### src/rtl/jac_pkg.sv
// Shared definitions for the Jac1-8 sequential decoder: opcode encodings,
// FSM state encoding, ALU status flag indices and opcode classification helpers.
package jac_pkg;

  localparam logic [4:0] Op_NOP  = 5'b00000;
  localparam logic [4:0] Op_ADD  = 5'b00001;
  localparam logic [4:0] Op_SUB  = 5'b00010;
  localparam logic [4:0] Op_AND  = 5'b00011;
  localparam logic [4:0] Op_OR   = 5'b00100;
  localparam logic [4:0] Op_XOR  = 5'b00101;
  localparam logic [4:0] Op_SHL  = 5'b00110;
  localparam logic [4:0] Op_SHR  = 5'b00111;
  localparam logic [4:0] Op_NOT  = 5'b01000;
  localparam logic [4:0] Op_VAL  = 5'b01001;
  localparam logic [4:0] Op_GOTO = 5'b10000;
  localparam logic [4:0] Op_IFZ  = 5'b10001;
  localparam logic [4:0] Op_IFNZ = 5'b10010;
  localparam logic [4:0] Op_IFEQ = 5'b10011;
  localparam logic [4:0] Op_IFST = 5'b10100;
  localparam logic [4:0] Op_IFGT = 5'b10101;

  localparam int ST_Z  = 0;
  localparam int ST_LT = 1;
  localparam int ST_GT = 2;

  typedef enum logic [1:0] {
    S_FETCH  = 2'd0,
    S_DECODE = 2'd1,
    S_EXEC   = 2'd2,
    S_HALT   = 2'd3
  } state_t;

  // Anything outside the sixteen defined encodings traps.
  function automatic logic is_reserved(input logic [4:0] op);
    case (op)
      Op_NOP, Op_ADD, Op_SUB, Op_AND, Op_OR, Op_XOR, Op_SHL, Op_SHR,
      Op_NOT, Op_VAL, Op_GOTO, Op_IFZ, Op_IFNZ, Op_IFEQ, Op_IFST, Op_IFGT:
        is_reserved = 1'b0;
      default:
        is_reserved = 1'b1;
    endcase
  endfunction

  function automatic logic is_alu2(input logic [4:0] op);
    case (op)
      Op_ADD, Op_SUB, Op_AND, Op_OR, Op_XOR, Op_SHL, Op_SHR: is_alu2 = 1'b1;
      default:                                               is_alu2 = 1'b0;
    endcase
  endfunction

  function automatic logic is_write(input logic [4:0] op);
    is_write = is_alu2(op) || (op == Op_NOT) || (op == Op_VAL);
  endfunction

endpackage

### src/rtl/seq_decoder_branch_cond.sv
// Branch resolution: decides from the latched opcode and ALU flags whether the
// PC is loaded with the literal address. GOTO is treated as always taken.
module branch_cond
  import jac_pkg::*;
(
  input  logic [4:0] opcode,
  input  logic [2:0] status,
  output logic       taken
);

  // Flag combination per conditional opcode; non-branches never load the PC.
  always_comb begin
    taken = 1'b0;
    case (opcode)
      Op_GOTO: taken = 1'b1;
      Op_IFZ:  taken = status[ST_Z];
      Op_IFNZ: taken = ~status[ST_Z];
      Op_IFEQ: taken = ~status[ST_LT] & ~status[ST_GT];
      Op_IFST: taken = status[ST_LT];
      Op_IFGT: taken = status[ST_GT];
      default: taken = 1'b0;
    endcase
  end

endmodule

### src/rtl/seq_decoder.sv
// Multi-cycle Jac1-8 instruction decoder: FETCH/DECODE/EXEC sequencing with a
// valid/ready instruction handshake, ALU stall support and a sticky trap on reserved opcodes.
module seq_decoder
  import jac_pkg::*;
#(
  parameter int SEL_WIDTH  = 2,
  parameter int PC_WIDTH   = 8,
  parameter int PROG_WIDTH = 16,
  parameter int PARAM_BITS = 8,
  parameter int OP1_MSB    = 9,
  parameter int OP2_MSB    = 4
) (
  input  logic                  clk,
  input  logic                  rst_n,
  input  logic [PROG_WIDTH-1:0] instr,
  input  logic                  instr_valid,
  output logic                  instr_ready,
  input  logic [2:0]            status,
  input  logic                  alu_busy,
  output logic [4:0]            opcode,
  output logic [PARAM_BITS-1:0] param,
  output logic [PC_WIDTH-1:0]   literal_adr,
  output logic [SEL_WIDTH-1:0]  rd_sel1,
  output logic [SEL_WIDTH-1:0]  rd_sel2,
  output logic                  rd_en1,
  output logic                  rd_en2,
  output logic [SEL_WIDTH-1:0]  wr_sel,
  output logic                  wr_en,
  output logic                  sel_reg_in_alu_decoder,
  output logic                  cnt_wr_en,
  output logic                  pc_inc,
  output logic                  illegal_op
);

  state_t                state_r, state_s;
  logic [PROG_WIDTH-1:0] ir_r, ir_s;
  logic [4:0]            ir_op_s;
  logic [SEL_WIDTH-1:0]  ir_op1_s, ir_op2_s;
  logic [PARAM_BITS-1:0] ir_imm_s;
  logic                  alu2_s, not_s, taken_s, retired_s, unused_ir_s;

  logic                  instr_ready_s, rd_en1_s, rd_en2_s, wr_en_s, sel_s;
  logic                  cnt_wr_en_s, pc_inc_s, illegal_op_s;
  logic [4:0]            opcode_s;
  logic [PARAM_BITS-1:0] param_s;
  logic [PC_WIDTH-1:0]   literal_adr_s;
  logic [SEL_WIDTH-1:0]  rd_sel1_s, rd_sel2_s, wr_sel_s;

  assign ir_op_s     = ir_r[PROG_WIDTH-1 -: 5];
  assign ir_op1_s    = ir_r[OP1_MSB -: SEL_WIDTH];
  assign ir_op2_s    = ir_r[OP2_MSB -: SEL_WIDTH];
  assign ir_imm_s    = ir_r[PARAM_BITS-1:0];
  assign alu2_s      = is_alu2(ir_op_s);
  assign not_s       = (ir_op_s == Op_NOT);
  // The PC strobe of the retire cycle is still visible one cycle later; that marks the way back to FETCH.
  assign retired_s   = cnt_wr_en | pc_inc;
  assign unused_ir_s = ^ir_r;

  branch_cond u_branch_cond (
    .opcode (opcode),
    .status (status),
    .taken  (taken_s)
  );

  // Next-state and next-output logic; every output register holds unless changed below.
  always_comb begin
    state_s       = state_r;
    ir_s          = ir_r;
    instr_ready_s = instr_ready;
    opcode_s      = opcode;
    param_s       = param;
    literal_adr_s = literal_adr;
    rd_sel1_s     = rd_sel1;
    rd_sel2_s     = rd_sel2;
    rd_en1_s      = rd_en1;
    rd_en2_s      = rd_en2;
    wr_sel_s      = wr_sel;
    sel_s         = sel_reg_in_alu_decoder;
    illegal_op_s  = illegal_op;
    wr_en_s       = 1'b0;
    cnt_wr_en_s   = 1'b0;
    pc_inc_s      = 1'b0;
    case (state_r)
      S_FETCH: begin
        instr_ready_s = 1'b1;
        if (instr_valid) begin
          ir_s          = instr;
          instr_ready_s = 1'b0;
          state_s       = S_DECODE;
        end else begin
          state_s = S_FETCH;
        end
      end
      S_DECODE: begin
        if (is_reserved(ir_op_s)) begin
          illegal_op_s = 1'b1;
          state_s      = S_HALT;
        end else begin
          opcode_s      = ir_op_s;
          param_s       = ir_imm_s;
          literal_adr_s = PC_WIDTH'(ir_imm_s);
          rd_sel1_s     = alu2_s ? ir_op1_s : {SEL_WIDTH{1'b0}};
          rd_en1_s      = alu2_s;
          rd_sel2_s     = (alu2_s || not_s) ? ir_op2_s : {SEL_WIDTH{1'b0}};
          rd_en2_s      = alu2_s || not_s;
          wr_sel_s      = is_write(ir_op_s) ? ir_op1_s : {SEL_WIDTH{1'b0}};
          sel_s         = alu2_s || not_s;
          state_s       = S_EXEC;
        end
      end
      S_EXEC: begin
        if (retired_s) begin
          instr_ready_s = 1'b1;
          opcode_s      = 5'b00000;
          param_s       = {PARAM_BITS{1'b0}};
          literal_adr_s = {PC_WIDTH{1'b0}};
          rd_sel1_s     = {SEL_WIDTH{1'b0}};
          rd_sel2_s     = {SEL_WIDTH{1'b0}};
          rd_en1_s      = 1'b0;
          rd_en2_s      = 1'b0;
          wr_sel_s      = {SEL_WIDTH{1'b0}};
          sel_s         = 1'b0;
          state_s       = S_FETCH;
        end else if (alu_busy) begin
          state_s = S_EXEC;
        end else begin
          wr_en_s     = is_write(opcode);
          cnt_wr_en_s = taken_s;
          pc_inc_s    = ~taken_s;
          state_s     = S_EXEC;
        end
      end
      S_HALT: begin
        state_s = S_HALT;
      end
      default: begin
        state_s = S_FETCH;
      end
    endcase
  end

  // State, instruction register and registered outputs with synchronous active-low reset.
  always_ff @(posedge clk) begin
    if (!rst_n) begin
      state_r                <= S_FETCH;
      ir_r                   <= {PROG_WIDTH{1'b0}};
      instr_ready            <= 1'b1;
      opcode                 <= 5'b00000;
      param                  <= {PARAM_BITS{1'b0}};
      literal_adr            <= {PC_WIDTH{1'b0}};
      rd_sel1                <= {SEL_WIDTH{1'b0}};
      rd_sel2                <= {SEL_WIDTH{1'b0}};
      rd_en1                 <= 1'b0;
      rd_en2                 <= 1'b0;
      wr_sel                 <= {SEL_WIDTH{1'b0}};
      wr_en                  <= 1'b0;
      sel_reg_in_alu_decoder <= 1'b0;
      cnt_wr_en              <= 1'b0;
      pc_inc                 <= 1'b0;
      illegal_op             <= 1'b0;
    end else begin
      state_r                <= state_s;
      ir_r                   <= ir_s;
      instr_ready            <= instr_ready_s;
      opcode                 <= opcode_s;
      param                  <= param_s;
      literal_adr            <= literal_adr_s;
      rd_sel1                <= rd_sel1_s;
      rd_sel2                <= rd_sel2_s;
      rd_en1                 <= rd_en1_s;
      rd_en2                 <= rd_en2_s;
      wr_sel                 <= wr_sel_s;
      wr_en                  <= wr_en_s;
      sel_reg_in_alu_decoder <= sel_s;
      cnt_wr_en              <= cnt_wr_en_s;
      pc_inc                 <= pc_inc_s;
      illegal_op             <= illegal_op_s;
    end
  end

endmodule

### config.mk
export PLATFORM = sky130hd
export DESIGN_NAME = seq_decoder
export DESIGN_NICKNAME = d
export VERILOG_FILES = /design/src/rtl/jac_pkg.sv /design/src/rtl/seq_decoder_branch_cond.sv /design/src/rtl/seq_decoder.sv
export SDC_FILE = /design/constraint.sdc
export NUM_CORES = 1
export LEC_CHECK = 0
export ABC_CLOCK_PERIOD_IN_PS = 1900
export BUFFER_PORTS_ARGS = -buffer_cell sky130_fd_sc_hd__buf_4
export CAP_MARGIN = 5
export CORE_MARGIN = 8
export CORE_UTILIZATION = 29
export CTS_CLUSTER_DIAMETER = 200
export CTS_CLUSTER_SIZE = 20
export DETAILED_ROUTE_END_ITERATION = 8
export GPL_TIMING_DRIVEN = 0
export PLACE_DENSITY_LB_ADDON = 0.25
export SLEW_MARGIN = 20
export SYNTH_ARGS = -nofsm -noshare
export SYNTH_HDL_FRONTEND = slang
export SYNTH_SLANG_ARGS = --single-unit
### constraint.sdc
create_clock -name clk -period 1.9 [get_ports clk]
set_clock_uncertainty 0.1 [all_clocks]
set_input_delay 0.38 -clock clk [delete_from_list [all_inputs] [get_ports clk]]
set_output_delay 0.38 -clock clk [all_outputs]
set_load 0.02 [all_outputs]
[Yosys cells after proc, flatten, opt, wreduce, memory -nomap -nowiden]
Memory sizes are Yosys's and may differ from the RTL's. A register that Yosys moved wholly into a read port is not among the register bits.
Cells that the tools add are included.
Operators by class
  equality and inequality tests: 29
  reduce and logical (&&, ||, !) cells: 15
  mux-type cells: 38
  bitwise operators: 8
Operators with widths (count)
  $eq 5x3->1 const B: 8
  $eq 5x5->1 const B: 6
  $eq 5x2->1 const B: 4
  $eq 5x4->1 const B: 4
  $mux 5: 4
  $mux 2: 8
  $mux 8: 2
  $pmux 8 s2: 1
  $mux 1: 14
  $reduce_or 7->1: 2
  $pmux 2 s2: 3
  $eq 5x1->1 const B: 2
  $pmux 5 s2: 1
  $pmux 2 s4: 1
  $not 1->1: 6
  $pmux 1 s2: 3
  $pmux 1 s6: 1
  $reduce_and 2->1: 3
  $logic_or 1x1->1: 5
  $eq 2x2->1 const B: 2
  $ne 2x2->1 const B: 2
  $reduce_bool 2->1: 2
  $reduce_or 4->1: 1
  $reduce_and 3->1: 1
  4 further kinds: 4
Storage, ports and cells
  input port bits: 23
  memories: 1
  ROM bits: 32
  output and inout bits: 35
  flip-flop bits (word level): 44
  word-level logic and storage cells: 105
Memory list
  (name not given): depth 32, width 1, read ports 1, clocked after Yosys merged registers in 1, wr ports 0, RTL line jac_pkg.sv:35  | case (op)

[Logic depth before layout (Yosys ltp)]
Gate-level depths: netlist (run 1).
  word-level depth: 10
  depth in mapped cells: 6
  gate-level depth less buffers: 4

[Cells and area by module]
A second synthesis (run 1) with hierarchy kept.
Unflattened totals
  cells, all modules: 198
  area, all modules: 1831.8 µm²
Modules (own cells, without submodules)
  seq_decoder: cells each 189, seq. area each 880.8 µm², area each 1770.4 µm², times used 1
  branch_cond: cells each 9, seq. area each 0.0 µm², area each 61.3 µm², times used 1

[Worst setup path after synthesis (run 1)]
Ideal clock, no wire load.
  path type: register to register
  from: register state_r[0]
  to: register (tool-made name)
  period minus slack after synthesis: 1658 ps
  cell stages (with the launch flop): 7
  data arrival time: 1438 ps
  required time: 1680 ps
  buffers on the path: 2
  library setup time: 120 ps
  setup slack: 242 ps
  path through: dfxtp_1 -> buf_6 -> or3b_1 -> buf_6 -> mux2_4 -> a211oi_2 -> a21oi_1
RTL lines
  start, declared: RTL line seq_decoder.sv:35  | state_t state_r, state_s;
  start signal, assigned: RTL line seq_decoder.sv:162  | state_r <= state_s;

[Final worst setup path (run 1)]
  from: register state_r[0]
  to: register rd_sel1[1]
On the way
  longest elaborated chain between the ends: 3
  elaborated cells between the ends (all ways): 7
  those cells by class: 4 x eq/ne; 1 x mux; 2 x reduce/logical
Ends and longest elaborated chain
  $eq 2x1->1 or $eq 2x2->1 (tied branches): RTL line seq_decoder.sv:83  | case (state_r)
  $ne 2x2->1 (no line) or $reduce_bool 2->1 (tied branches)
  $reduce_and 3->1 (no line)
  end signal, assigned: RTL line seq_decoder.sv:151  | rd_sel1 <= {SEL_WIDTH{1'b0}};
  end signal, assigned: RTL line seq_decoder.sv:168  | rd_sel1 <= rd_sel1_s;
  end, declared: RTL line seq_decoder.sv:23  | output logic [SEL_WIDTH-1:0] rd_sel1,
Several ways; a longest one is shown, not always the timed one.
A chain may end at the register's enable or synchronous reset.

==> results of run 1 <==
## cells in the final DEF (no fill, tap or decap), types with 2 or more instances in the layout
cell / Yosys / layout
buf_4: 9 / 65
a22oi_1: 15 / 15
buf_2: 2 / 2
a31oi_1: 2 / 2
dfxtp_1: 44 / 44
a21boi_0: 13 / 13
buf_6: 2 / 2
clkbuf_8: 0 / 6
nor3_1: 3 / 3
o211ai_1: 2 / 2
mux2i_1: 3 / 3
a32o_1: 2 / 2
and3_1: 2 / 2
clkbuf_2: 0 / 2
o21ai_0: 7 / 7
nand3_1: 3 / 3
inv_1: 7 / 7
clkbuf_1: 8 / 6
nor2_1: 2 / 2
nor2b_1: 18 / 18
clkinv_2: 0 / 2
nor4_1: 4 / 4
nand2_1: 32 / 32
a21oi_1: 3 / 3
nor3b_1: 2 / 2
## synthesized netlist by cell type (2+ instances only)
cell type	number
a32o_1	2
o21ai_0	7
nand3_1	3
inv_1	7
dfxtp_1	44
and3_1	2
a21oi_1	3
a21boi_0	13
nor3b_1	2
clkbuf_1	8
a31oi_1	2
mux2i_1	3
buf_6	2
nor3_1	3
nor4_1	4
o211ai_1	2
nor2b_1	18
buf_4	9
a22oi_1	15
buf_2	2
nor2_1	2
nand2_1	32
## power groups by stage
stage          clock (W)  combinational, W  sequential [W]
5_1_grt         0.000655          0.000308         0.00100
4_1_cts         0.000619          0.000284        0.000998
6_report        0.000603          0.000280        0.000998
3_3_place_gp           0          0.000279         0.00102
3_5_place_dp           0          0.000283         0.00102
2_1_floorplan          0          0.000160         0.00103
## metrics by stage
stage	power (W)	utilization, %	hold slack [ns]	setup slack (ns)	area [µm²]
finish	0.00188	39.1	0.233	0.155	2430
global route	0.00197	39.1	0.237	0.0259	2430
CTS	0.00190	39.1	0.232	0.125	2420
detailed placement	0.00130	37.6	0.361	0.115	2330
global placement	0.00130	37.6	0.353	0.141	2330
floorplan	0.00119	-	0.344	0.242	1820
## layout make-up
type                       instances  area, µm²  share of cell area [%]
buffer                            21        133                    5.46
clock buffer                       6       82.6                    3.40
clock inverter                     2       10.0                   0.412
inverter                           7       26.3                    1.08
multi-input combinational        125        778                    32.1
sequential                        44        881                    36.3
tap                               77       96.3                    3.97
timing repair buffer              56        420                    17.3
## sequential cells by signal, indices dropped and copies added, names as in the netlist, 2 cells and up, named ones only
register	count
rd_sel1	2
ir_r	15
state_r	2
wr_sel	2
opcode	5
literal_adr	8
rd_sel2	2
## repair_timing
item / CTS / global route
gates resized for setup: 0 / 4
buffers inserted: 0 / 0
setup endpoints to repair: 0 / 3
## layer usage
layer | GRT usage [%] | vias to the layer above | wire length [µm]
met4 | 3.90 | 0 | 56
met3 | 4.65 | 4 | 396
met1 | 13.2 | 711 | 2190
met2 | 16.9 | 39 | 2140
li1 | - | 801 | -
met5 | 0 | - | 0
## kinds of logic (layout without fill, tap and decap cells)
group	Yosys count	in the layout	share of synthesized area, %
flip-flops	44	44	48.5
multiplexers	4	4	2.48
AND/OR/NAND/NOR	73	73	21.3
buffers and inverters	28	92	8.61
AO/OA/AOI/OAI	48	48	19.1
## worst paths after layout
check | from | end | cells after the start
max | state_r[0] | rd_sel1[1] | 5
min | instr[5] | ir_r[5] | 3
max reg2reg | state_r[0] | rd_sel1[1] | 5
min reg2reg | ir_r[2] | ir_r[2] | 2
## worst max-delay path, cell delays in order (launching register included)
cell and delay [ns]:
dfxtp_1 0.33, buf_6 0.12, or3b_4 0.40, nor4_1 0.48, a22oi_1 0.13, nor2b_1 0.13
==> impl_results.md, run 1 <==
- FILL cells: 640
- Placed Cells incl. Taps: 330
- DRC Markers: 0
- Worst R2R Setup Slack: 0.16 ns
- First-pass GRT wire length: approximately 7.6 mm
- Initial antenna violation count: 0
- GP Congestion: approximately 0.76
- Least-Margin Pin Slew: ~0.54 ns
- Setup crit start kind: flop
- Die X: 95.1 µm
- Yosys top cell by area: dfxtp_1
- Worst-Skew Late Latency: 0.30 ns
- TritonCTS buffer count: 5
- Slew Limit Headroom: a little under two thirds
- Final TNS setup: 0 ns
- DRT Pass-1 Iters: 4
- Number of DRC markers in iteration 0: 91
- Port-buffer cells: 56
- Crit Path Category: flop to flop
- Non-Filler Instances: 338
- Worst-path maximum fanout: 9
- Arrival @ worst endpoint: 1.88 ns
- Ports: 58
- TritonCTS clock tree: built
- Pwr/cell area: 775 nW/µm²
- Final WL: 4.78 mm
- Fraction of layout cells with a size suffix above 1: 31.8%
- CTS sink count: 44
- Leak pwr: 1.00 nW
- Minimum clock period: between 1.5 and 2 ns
- Core area: roughly 6200 µm²
- Largest net degree at the start of global routing: 14
- Synthesized cell area: 1820 µm²
- Synth area leaders: dfxtp_1 49%, nand2_1 6.6%, a22oi_1 6.2%
- Syn Nets: 220
- Yosys top cell area share: 48.5%
- Post-Synthesis Cells: around 200
- Setup-failing EPs final: 0
- GRT Total Usage: a little over a tenth
- Syn avg cell area: ~9.2 µm²
- Min-Delay Path Class: primary input to flop
- Diode count: 0
- Vias per cell: roughly 4.6
- DRT antenna net count: 0
- Count of final hold-check violations: 0
- Register area share after synthesis: around half
- HPWL Detailed: 3.55 mm
- Flops & latches, synth: between 40 and 50
- Post-route clock period utilization: 91.8%
- Ys async rst share: 0%
- Die area: approximately 9000 µm²
- Nets@finish: 283
- Initial core utilization: 29.3%
- Grt ovf: 0
- Pint: approximately 0.0014 W
- Hold_buf cts: 0
- Combinational share of power: 14.9%
- Max_cap viols: 0
- Post-synth EDFFs: 0
- Area Overhead vs Synth: 33.7%
- Routed len/inst: 14.2 µm
- Register clock-pin slew on the reported worst setup and hold paths: approximately 0.080 ns
- Yosys warnings: 0
- Psw: 0.000496 W
- FP Rows: 29
- CP required: around 2 ns
- Netlist cell types: 34
- Clock power share: 32.1%
- Status: completed
- Chip Height: 95.1 µm
- Clk root buf: clkbuf_8
- Sequential fraction of design power: a little over half
- Achievable Freq: 0.573 GHz
- Vias: about 1600
- Top_reg_cell synth: dfxtp_1
- Crit. End Element: flop
- Sw frac: 26.4%
- Peak VDD IR: 0.330 mV
- Clock Tree Buf Depth: 2
- H-tree Lvls: 2
- Max Slew Vio Count: 0
- Vias in the first global route: 1509
- RSZ-0062 raised after global routing: false
Power figures use the tool's default switching activity.
==> run 2, diff against run 1 <==
--- a/config.mk
+++ b/config.mk
@@ -15,6 +15,7 @@
 export DETAILED_ROUTE_END_ITERATION = 8
 export GPL_TIMING_DRIVEN = 0
 export PLACE_DENSITY_LB_ADDON = 0.25
+export REMOVE_ABC_BUFFERS = 1
 export SLEW_MARGIN = 20
 export SYNTH_ARGS = -nofsm -noshare
 export SYNTH_HDL_FRONTEND = slang
==> run 2 against run 1 <==
Routed wire length shrank 6.2%. Critical path depth down 1. First-iteration DRC count up 19%. Hold slack worse by 0.00056 ns. Global-route usage shrank 0.21 points. Sequential power barely moved. Final cell count decreased by 5.0%. Sequential share of layout area up 1.2 points. Largest cell class unchanged. Largest power group unchanged.
==> impl_results.md, run 2 (synthesis gave the netlist of run 1 again) <==
- Status: completed
- Psw: 0.000501 W
- Placed Area: roughly 2200 µm²
- Max_cap viols: 0
- DRT antenna net count: 0
- Routed len/inst: roughly 14 µm
- CTS sink count: 44
- Hold_buf cts: 0
- Port-buffer cells: 56
- CP required: 1.98 ns
- DRC Markers: 0
- Arrival @ worst endpoint: 1.89 ns
- Worst-path maximum fanout: 16
- FP Rows: 29
- Max Slew Vio Count: 0
- Count of final hold-check violations: 0
- GRT Total Usage: 10.7%
- Worst Hold End: ir_r[0]
- Clock Tree Buf Depth: 2
- Worst slack at placement: -0.341 ns
- Least-Margin Pin Slew: 0.469 ns
- Die area: 9050 µm²
- Setup-failing EPs final: 0
- Pwr/cell area: approximately 800 nW/µm²
- H-tree Lvls: 2
- Core area: around 6200 µm²
- CP startpoint: state_r[1]
- Reg2Reg Depth: 4
- Minimum clock period: 1.81 ns
- TritonCTS clock tree: built
- Peak VDD IR: 0.309 mV
- Grt ovf: 0
- Crit. End Element: flop
- Chip Height: between 90 and 100 µm
- Combinational share of power: 14.1%
- Ports: 58
- Sequential fraction of design power: 53.2%
- Final core utilization: 37.8%
- Post-route clock period utilization: 95.2%
- Worst-Skew Late Latency: 0.30 ns
- Die X: 95.1 µm
- Crit Path Category: flop to flop
- Largest net degree at the start of global routing: between 40 and 50
- Min-Delay Path Class: primary input to flop
- Setup crit start kind: flop
- Reg with most FFs: ir_r
- RSZ-0062 raised after global routing: false
- Hold depth: 3
- Vias in the first global route: 1551
- Worst hold slack: 0.233 ns
- HPWL Detailed: 3.09 mm
- Vias: roughly 1500
- Area Overhead vs Synth: 29.3%
- Achievable Freq: 0.553 GHz
- Final WL: 4.49 mm
- Pint: between 0.001 and 0.0015 W
- Fraction of layout cells with a size suffix above 1: 30.7%
- Commonest non-fill, non-tap cell in the layout: buf_4
- Clk root buf: clkbuf_8
- Setup WS post-layout: 0.0916 ns
- Nets@finish: 266
- TritonCTS buffer count: 5
- Clock power share: 32.7%
- Sw frac: 26.6%
- Slew Limit Headroom: 68.7%
- Largest regs: ir_r (15), literal_adr (8), opcode (5)
- First-pass GRT wire length: 7.50 mm
- Min-delay src: instr[0]
- Total Power: 0.00188 W
- Initial antenna violation count: 0
- Max reg flops: 15
- Register clock-pin slew on the reported worst setup and hold paths: 0.08 ns
- Initial core utilization: about 30%
- Vias per cell: 4.68
- Diode count: 0
- Final Instance Area: 2350 µm²
- Number of DRC markers in iteration 0: approximately 110
- Leak pwr: 0.939 nW
- GP Congestion: 0.675
- Worst R2R Setup Slack: just over 0.09 ns
- Most frequent cells in the layout: 60 x buf_4, 44 x dfxtp_1, 32 x nand2_1
- DRT Pass-1 Iters: 4
- Worst R2R Start: state_r[1]
[run 2: timing repair]
action / 4_1_cts / 5_1_grt
resized for setup: 5 / 0
endpoints found under the setup margin: 18 / 0
setup buffers: 3 / 0
[run 2: cell type report]
| cell class | instances | area [µm²] |
|---|---|---|
| Clock inverter | 1 | 7.51 |
| Clock buffer | 7 | 86.3 |
| Tap cell | 77 | 96.3 |
| Multi-Input combinational cell | 125 | 800 |
| Inverter | 7 | 26.3 |
| Sequential cell | 44 | 881 |
| Timing Repair Buffer | 60 | 450 |
| Fill cell | 626 | 3860 |
[run 2: per-layer routing]
layer  up-vias  share of wire, %  track usage (%)
met2        40                44             15.8
met4         0               1.6             4.68
met5         -                 0                0
li1        765                 -                -
met3         7               6.7             3.70
met1       689                47             13.7
[run 2: critical path, stage by stage, from the launching register on]
cell and delay, ns:
dfxtp_1 0.41, or3b_4 0.56, mux2_4 0.34, a211oi_2 0.22, a21oi_1 0.07
[run 2: worst max path at each step]
stage,slack (ns),to
after floorplan,0.16,flop
after global placement,-0.56,literal_adr[0]
after detailed placement,-0.34,flop
after CTS,0.08,flop
after global routing,0.007,flop
final,0.09,flop
[run 2: metrics by stage]
step	setup TNS, ns	instances
after floorplan	0	176
after global placement	-7.50	309
after detailed placement	-0.441	310
after CTS	0	321
after global routing	0	321
final	0	321
[run 2: power groups by stage]
stage,sequential (W),clock (W),combinational [W]
finish,0.00100,0.000616,0.000265
global route,0.00101,0.000680,0.000294
CTS,0.00100,0.000632,0.000269
detailed placement,0.00102,0,0.000253
global placement,0.00102,0,0.000248
floorplan,0.00103,0,0.000120
